<file path="src/rtl/cmp_pkg.sv">
// rtl/cmp_pkg.sv - shared compare-code constants and search state encoding
package cmp_pkg;

  localparam int CODE_W       = 5;
  localparam int CODE_GT      = 2;
  localparam int CODE_EQ      = 1;
  localparam int CODE_LT      = 0;
  localparam int CODE_RSVD_HI = 4;
  localparam int CODE_RSVD_LO = 3;

  typedef enum logic [1:0] {
    IDLE  = 2'd0,
    PROBE = 2'd1,
    DONE  = 2'd2
  } state_e;

endpackage

</file>
<file path="src/rtl/sar_search_if.sv">
// rtl/sar_search_if.sv - probe/code handshake between search engine and comparator
interface sar_search_if
  import cmp_pkg::*;
#(
  parameter int WIDTH = 4
);
  logic [WIDTH-1:0]  probe;
  logic              probe_vld;
  logic [CODE_W-1:0] code;
  logic              code_vld;

  modport master (output probe, output probe_vld, input code, input code_vld);
  modport slave  (input probe, input probe_vld, output code, output code_vld);
endinterface

</file>
<file path="src/rtl/sar_code_check.sv">
// rtl/sar_code_check.sv - decode comparator code into gt/eq/lt and flag illegal codes
module sar_code_check
  import cmp_pkg::*;
(
  input  logic [CODE_W-1:0] code_i,
  output logic              gt_o,
  output logic              eq_o,
  output logic              lt_o,
  output logic              illegal_o
);

  logic one_hot;

  always_comb begin
    gt_o      = code_i[CODE_GT];
    eq_o      = code_i[CODE_EQ];
    lt_o      = code_i[CODE_LT];
    // odd parity excludes 0 and 2 bits set; the AND term excludes all 3
    one_hot   = (gt_o ^ eq_o ^ lt_o) && !(gt_o && eq_o && lt_o);
    illegal_o = (code_i[CODE_RSVD_HI:CODE_RSVD_LO] != '0) || !one_hot;
  end

endmodule

</file>
<file path="src/rtl/sar_search.sv">
// rtl/sar_search.sv - binary search of a hidden target through an external comparator
module sar_search
  import cmp_pkg::*;
#(
  parameter int WIDTH    = 4,
  parameter int MAX_ITER = WIDTH + 1
)(
  input  logic             clk,
  input  logic             rst_n,
  input  logic             start_i,
  sar_search_if.master     cmp,
  output logic             busy_o,
  output logic             done_o,
  output logic             found_o,
  output logic             err_o,
  output logic [WIDTH-1:0] result_o,
  output logic [WIDTH-1:0] iter_o
);

  state_e           state_q, state_d;
  logic [WIDTH-1:0] lo_q, lo_d, hi_q, hi_d, probe_q, probe_d;
  logic [WIDTH-1:0] iter_q, iter_d, result_q, result_d;
  logic             found_q, found_d, err_q, err_d;
  logic [WIDTH-1:0] nlo, nhi;
  logic [WIDTH:0]   mid_sum;
  logic             bad;
  logic             gt, eq, lt, illegal;

  sar_code_check u_check (
    .code_i    (cmp.code),
    .gt_o      (gt),
    .eq_o      (eq),
    .lt_o      (lt),
    .illegal_o (illegal)
  );

  always_ff @(posedge clk) begin
    if (!rst_n) begin
      state_q  <= IDLE;
      lo_q     <= '0;
      hi_q     <= '1;
      probe_q  <= '0;
      iter_q   <= '0;
      result_q <= '0;
      found_q  <= 1'b0;
      err_q    <= 1'b0;
    end else begin
      state_q  <= state_d;
      lo_q     <= lo_d;
      hi_q     <= hi_d;
      probe_q  <= probe_d;
      iter_q   <= iter_d;
      result_q <= result_d;
      found_q  <= found_d;
      err_q    <= err_d;
    end
  end

  always_comb begin
    state_d  = state_q;
    lo_d     = lo_q;
    hi_d     = hi_q;
    probe_d  = probe_q;
    iter_d   = iter_q;
    result_d = result_q;
    found_d  = found_q;
    err_d    = err_q;
    nlo      = lo_q;
    nhi      = hi_q;
    mid_sum  = '0;
    bad      = 1'b0;
    case (state_q)
      IDLE: begin
        if (start_i) begin
          mid_sum = {1'b0, {WIDTH{1'b0}}} + {1'b0, {WIDTH{1'b1}}};
          lo_d    = '0;
          hi_d    = '1;
          probe_d = mid_sum[WIDTH:1];
          iter_d  = WIDTH'(1);
          found_d = 1'b0;
          err_d   = 1'b0;
          state_d = PROBE;
        end
      end
      PROBE: begin
        if (cmp.code_vld) begin
          if (illegal) begin
            bad = 1'b1;
          end else if (eq) begin
            result_d = probe_q;
            found_d  = 1'b1;
            state_d  = DONE;
          end else begin
            if (gt) begin
              if (probe_q == '1) bad = 1'b1;
              else nlo = probe_q + WIDTH'(1);
            end else if (lt) begin
              if (probe_q == '0) bad = 1'b1;
              else nhi = probe_q - WIDTH'(1);
            end
            if (nlo > nhi || iter_q == WIDTH'(MAX_ITER)) bad = 1'b1;
            if (!bad) begin
              // sum kept WIDTH+1 bits wide so lo+hi near the top cannot wrap
              mid_sum = {1'b0, nlo} + {1'b0, nhi};
              lo_d    = nlo;
              hi_d    = nhi;
              probe_d = mid_sum[WIDTH:1];
              iter_d  = iter_q + WIDTH'(1);
            end
          end
          if (bad) begin
            found_d = 1'b0;
            err_d   = 1'b1;
            state_d = DONE;
          end
        end
      end
      DONE:    state_d = IDLE;
      default: state_d = IDLE;
    endcase
  end

  always_comb begin
    busy_o        = 1'b0;
    done_o        = 1'b0;
    cmp.probe_vld = 1'b0;
    case (state_q)
      PROBE: begin
        busy_o        = 1'b1;
        cmp.probe_vld = 1'b1;
      end
      DONE:    done_o = 1'b1;
      default: ;
    endcase
  end

  assign cmp.probe = probe_q;
  assign found_o   = found_q;
  assign err_o     = err_q;
  assign result_o  = result_q;
  assign iter_o    = iter_q;

endmodule
</file>
<file path="src/flat_wrapper.sv">
// flat-port wrapper written by rule: the top's interface ports become plain ports
module sar_search_flat import cmp_pkg::*;
#(
  parameter int WIDTH    = 4,
  parameter int MAX_ITER = WIDTH + 1
)
  (clk, rst_n, start_i, busy_o, done_o, found_o, err_o, result_o, iter_o, cmp_probe, cmp_probe_vld, cmp_code, cmp_code_vld);
  sar_search_if #(.WIDTH(WIDTH)) cmp_i ();
  input  logic clk;
  input  logic rst_n;
  input  logic start_i;
  output logic busy_o;
  output logic done_o;
  output logic found_o;
  output logic err_o;
  output logic [WIDTH-1:0] result_o;
  output logic [WIDTH-1:0] iter_o;
  output wire logic [$bits(cmp_i.probe)-1:0] cmp_probe;
  output wire logic [$bits(cmp_i.probe_vld)-1:0] cmp_probe_vld;
  input wire logic [$bits(cmp_i.code)-1:0] cmp_code;
  input wire logic [$bits(cmp_i.code_vld)-1:0] cmp_code_vld;
  assign cmp_probe = cmp_i.probe;
  assign cmp_probe_vld = cmp_i.probe_vld;
  assign cmp_i.code = cmp_code;
  assign cmp_i.code_vld = cmp_code_vld;
  sar_search #(.WIDTH(WIDTH), .MAX_ITER(MAX_ITER)) u_core (.clk(clk), .rst_n(rst_n), .start_i(start_i), .cmp(cmp_i), .busy_o(busy_o), .done_o(done_o), .found_o(found_o), .err_o(err_o), .result_o(result_o), .iter_o(iter_o));
endmodule
</file>
<file path="config.mk">
export PLATFORM = sky130hd
export DESIGN_NAME = sar_search_flat
export DESIGN_NICKNAME = d
export VERILOG_FILES = /design/src/rtl/cmp_pkg.sv /design/src/rtl/sar_search_if.sv /design/src/rtl/sar_code_check.sv /design/src/rtl/sar_search.sv /design/src/flat_wrapper.sv
export SDC_FILE = /design/constraint.sdc
export NUM_CORES = 1
export LEC_CHECK = 0
export CAP_MARGIN = 10
export CORE_MARGIN = 2
export CORE_UTILIZATION = 46
export CTS_CLUSTER_DIAMETER = 40
export DETAILED_ROUTE_END_ITERATION = 12
export PLACE_DENSITY = 0.71
export SYNTH_ARGS = -nofsm -noshare
export SYNTH_HDL_FRONTEND = slang
export SYNTH_HIERARCHICAL = 1
export SYNTH_SLANG_ARGS = --single-unit
</file>
<file path="constraint.sdc">
create_clock -name clk -period 3.25 [get_ports clk]
set_input_delay 0.4875 -clock clk [delete_from_list [all_inputs] [get_ports clk]]
set_output_delay 0.4875 -clock clk [all_outputs]
set_load 0.005 [all_outputs]
</file>
==> flow_summary.ini <==
[outcome]
status = finished, final reports clean

[yosys]
synth_flop_cell = dfxtp_1
seq_area_frac_synth = 0.308
avgSynthCellArea_sq_um = 8.65
synth_compound_area_frac = 0.218
synth_xor_area_frac = 0.0169
synth-seq-cells = 24
synth_top_family_by_area = compound AO/OA/AOI/OAI gates
syn_area_sq_um = 1560
yosysTopAreaCell = dfxtp_1
ys_top_cells_by_area = dfxtp_1 (31%), ha_1 (10%), nor2_1 (3.9%)
synthMuxAreaShare = 0.0466
yosysMostFrequentCell = dfxtp_1
synthAdderAreaFrac = 0.117
ys_warn_count = 6
synth_top_area_share = 0.308
synthTopCellsByCount = dfxtp_1 (24), nor2_1 (16), inv_1 (15)
yosys.area_share.simple = 0.208
synthArstFlopShare = 0
yosysUniqueCellTypes = 50
netlist_instances = 180
synth_nets = 203
synth-edff-count = 0

[route]
num_vias = 1461
vias_per_cell = 5.51
post-route-drc-count = 0
antenna_left = 0
initialDrtViolationCount = 103
wl_per_cell_um = 15.1
wirelength_mm = 3.99
dr.pass1.iters = 4

[power_and_ir_drop]
p_total_w = 0.000849
seqPwrFrac = 0.391
p_per_area_nw_per_um2 = 418
p_leak_nw = 0.851
p_int_w = 0.000581
pwr-share-comb = 0.346
pwr-share-clk = 0.263
switchingPower_w = 0.000268
switching_share = 0.315
irDropWorstVdd_v = 0.000301

[floorplanning]
rows = 21
coreArea_sq_um = 3280
dieWidth_um = 62.2
die_area_sq_um = 3870
die_y_um = 62.2
start_util = 0.474
io_pins = 26

[worst_setup_path]
required_ps = 3460
cpPeakStageDelay_ps = 400
worstPathCellList = ha_1 -> nand3_1 -> nand2_1 -> mux2_2 -> ha_1 -> nor3_1 -> a2111oi_2 -> buf_4 -> o211a_4 -> and3_1 -> a221oi_1
crit_top_cell = ha_1
r2r_slack_ps = 170
cp-start-kind = register
cp-end-kind = register
cp.arrival_ps = 3290
cpMaxStageDelayCell = dfxtp_2
critPathKind = register to register
crit_fanout = 7

[clock_tree]
cts_buffer_depth = 2
clock-root-buffer = clkbuf_4
cts.clk_slew.worst_paths_ps = 140
hold_buffers = 0
cts_tree = done
cts_buffers = 3
cts_setup_buffers = 0
cts_htree_levels = 1
cts_num_sinks = 24
cts_resized = 0
clkLatencyLatePin_ps = 320

[sta]
rsz0062_at_grt = false
finalMaxSlewViolations = 0
setup_viol_count_final = 0
hold_viol = 0
min_period_ps = 3080
period_share = 0.948
worst_pin_slew_ps = 513
slew_headroom = 0.657
fmax_mhz = 325
clock_skew_ps = 1.78
layout_setup_ws_ps = 169

[global_route]
grt_pass1_wl_mm = 6.88
antenna_found_initial = 0
grt_overflow_total = 0
track_usage = 0.218
grt_pass1_vias = 1475
grt_max_degree = 16

[final_layout]
area_delta_synth_final_pct = 30.4
final_area_sq_um = 2030
nNetsFinal = 243
layout-drive-gt1-share = 0.183
n_antenna_cell = 0

[placement]
place_area_sq_um = 1960
dpl.hpwl_mm = 3.12
io_buffers = 25
dpl_worst_slack_ps = -195
routabilityCongestion = 0.911

[flow_run]
maxCapViolCount = 0

[hold_path]
hp-class = register to register
-- path summary, 6_finish.rpt --
kind | startpoint | end | depth (start not counted)
min | u_core/err_o | u_core/err_o | 2
max | u_core/cmp.probe[1] | u_core/cmp.probe[2] | 11
min reg2reg | u_core/err_o | u_core/err_o | 2
max reg2reg | u_core/cmp.probe[1] | u_core/cmp.probe[2] | 11
-- layout make-up --
cell class,count,area [sq um]
flip-flops and latches,24,484
well taps,46,57.6
multi-input cells,129,966
clock buffers,3,22.5
clock inverters,1,30.0
repair buffers,47,415
fillers,276,1250
inverters,15,56.3
-- state kept, by name, summed over array words and instances, names as in the netlist --
| name | flops |
|---|---|
| u_core/hi_q | 4 |
| u_core/err_o | 1 |
| u_core/state_q | 2 |
| u_core/lo_q | 4 |
| u_core/iter_o | 4 |
| u_core/result_o | 4 |
| u_core/found_o | 1 |
| u_core/cmp.probe | 4 |
-- routing by layer --
| metal | vias up | track usage | wire length (um) | share of wire |
|---|---|---|---|---|
| met3 | 8 | 0.0471 | 265 | 0.066 |
| met2 | 51 | 0.353 | 1820 | 0.46 |
| met1 | 678 | 0.294 | 1840 | 0.46 |
| met4 | 0 | 0.0639 | 65 | 0.016 |
| li1 | 724 | - | - | - |
| met5 | - | 0 | 0 | 0 |
-- layout by cell type, fill, tap and decap left out, drive strengths merged, types with 2 or more instances in the layout --
cell type	count
xor2	2
inv	15
mux2	2
nand2	11
clkdlybuf4s50	25
a21oi	8
buf	22
nand2b	4
mux2i	5
a31o	3
nor2	16
o21ai	7
nor3	4
nand3	11
dfxtp	24
o41ai	2
o31ai	2
a311oi	2
nor2b	4
a32oi	2
o211ai	2
clkbuf	3
ha	13
a221oi	3
o211a	2
and3	5
-- power by group through the flow --
stage | registers [W] | logic (W) | clock network [W]
3_3_place_gp | 0.000337 | 0.000273 | 0
6_report | 0.000332 | 0.000294 | 0.000223
4_1_cts | 0.000331 | 0.000282 | 0.000225
3_5_place_dp | 0.000338 | 0.000278 | 0
5_1_grt | 0.000336 | 0.000320 | 0.000242
2_1_floorplan | 0.000328 | 0.000167 | 0
-- cell families (layout without fill, tap and decap cells) --
| logic type | after synthesis | count (layout) |
|---|---|---|
| xor+xnor | 3 | 3 |
| simple gates | 63 | 63 |
| compound gates | 42 | 42 |
| mux | 7 | 7 |
| buf+inv | 27 | 66 |
| fa+ha+maj | 14 | 14 |
| flops | 24 | 24 |
-- worst max-delay path, delay by kind of cell, from the launching register on --
family | cells | cell delay [ps]
flip-flops | 1 | 400
adder cells (fa/ha/maj) | 2 | 580
buffers and inverters | 1 | 160
multiplexers | 1 | 360
AND/OR/NAND/NOR | 4 | 790
AO/OA/AOI/OAI | 3 | 680
-- through the flow --
step                hold slack, ps  TNS, ps  std cells  utilization
floorplan                      437        0        180            -
global placement               451     -494        261        0.595
detailed placement             458     -907        261        0.595
CTS                            476        0        265        0.611
global route                   516        0        265        0.619
finish                         469        0        265        0.619
Power figures use the tool's default switching activity.
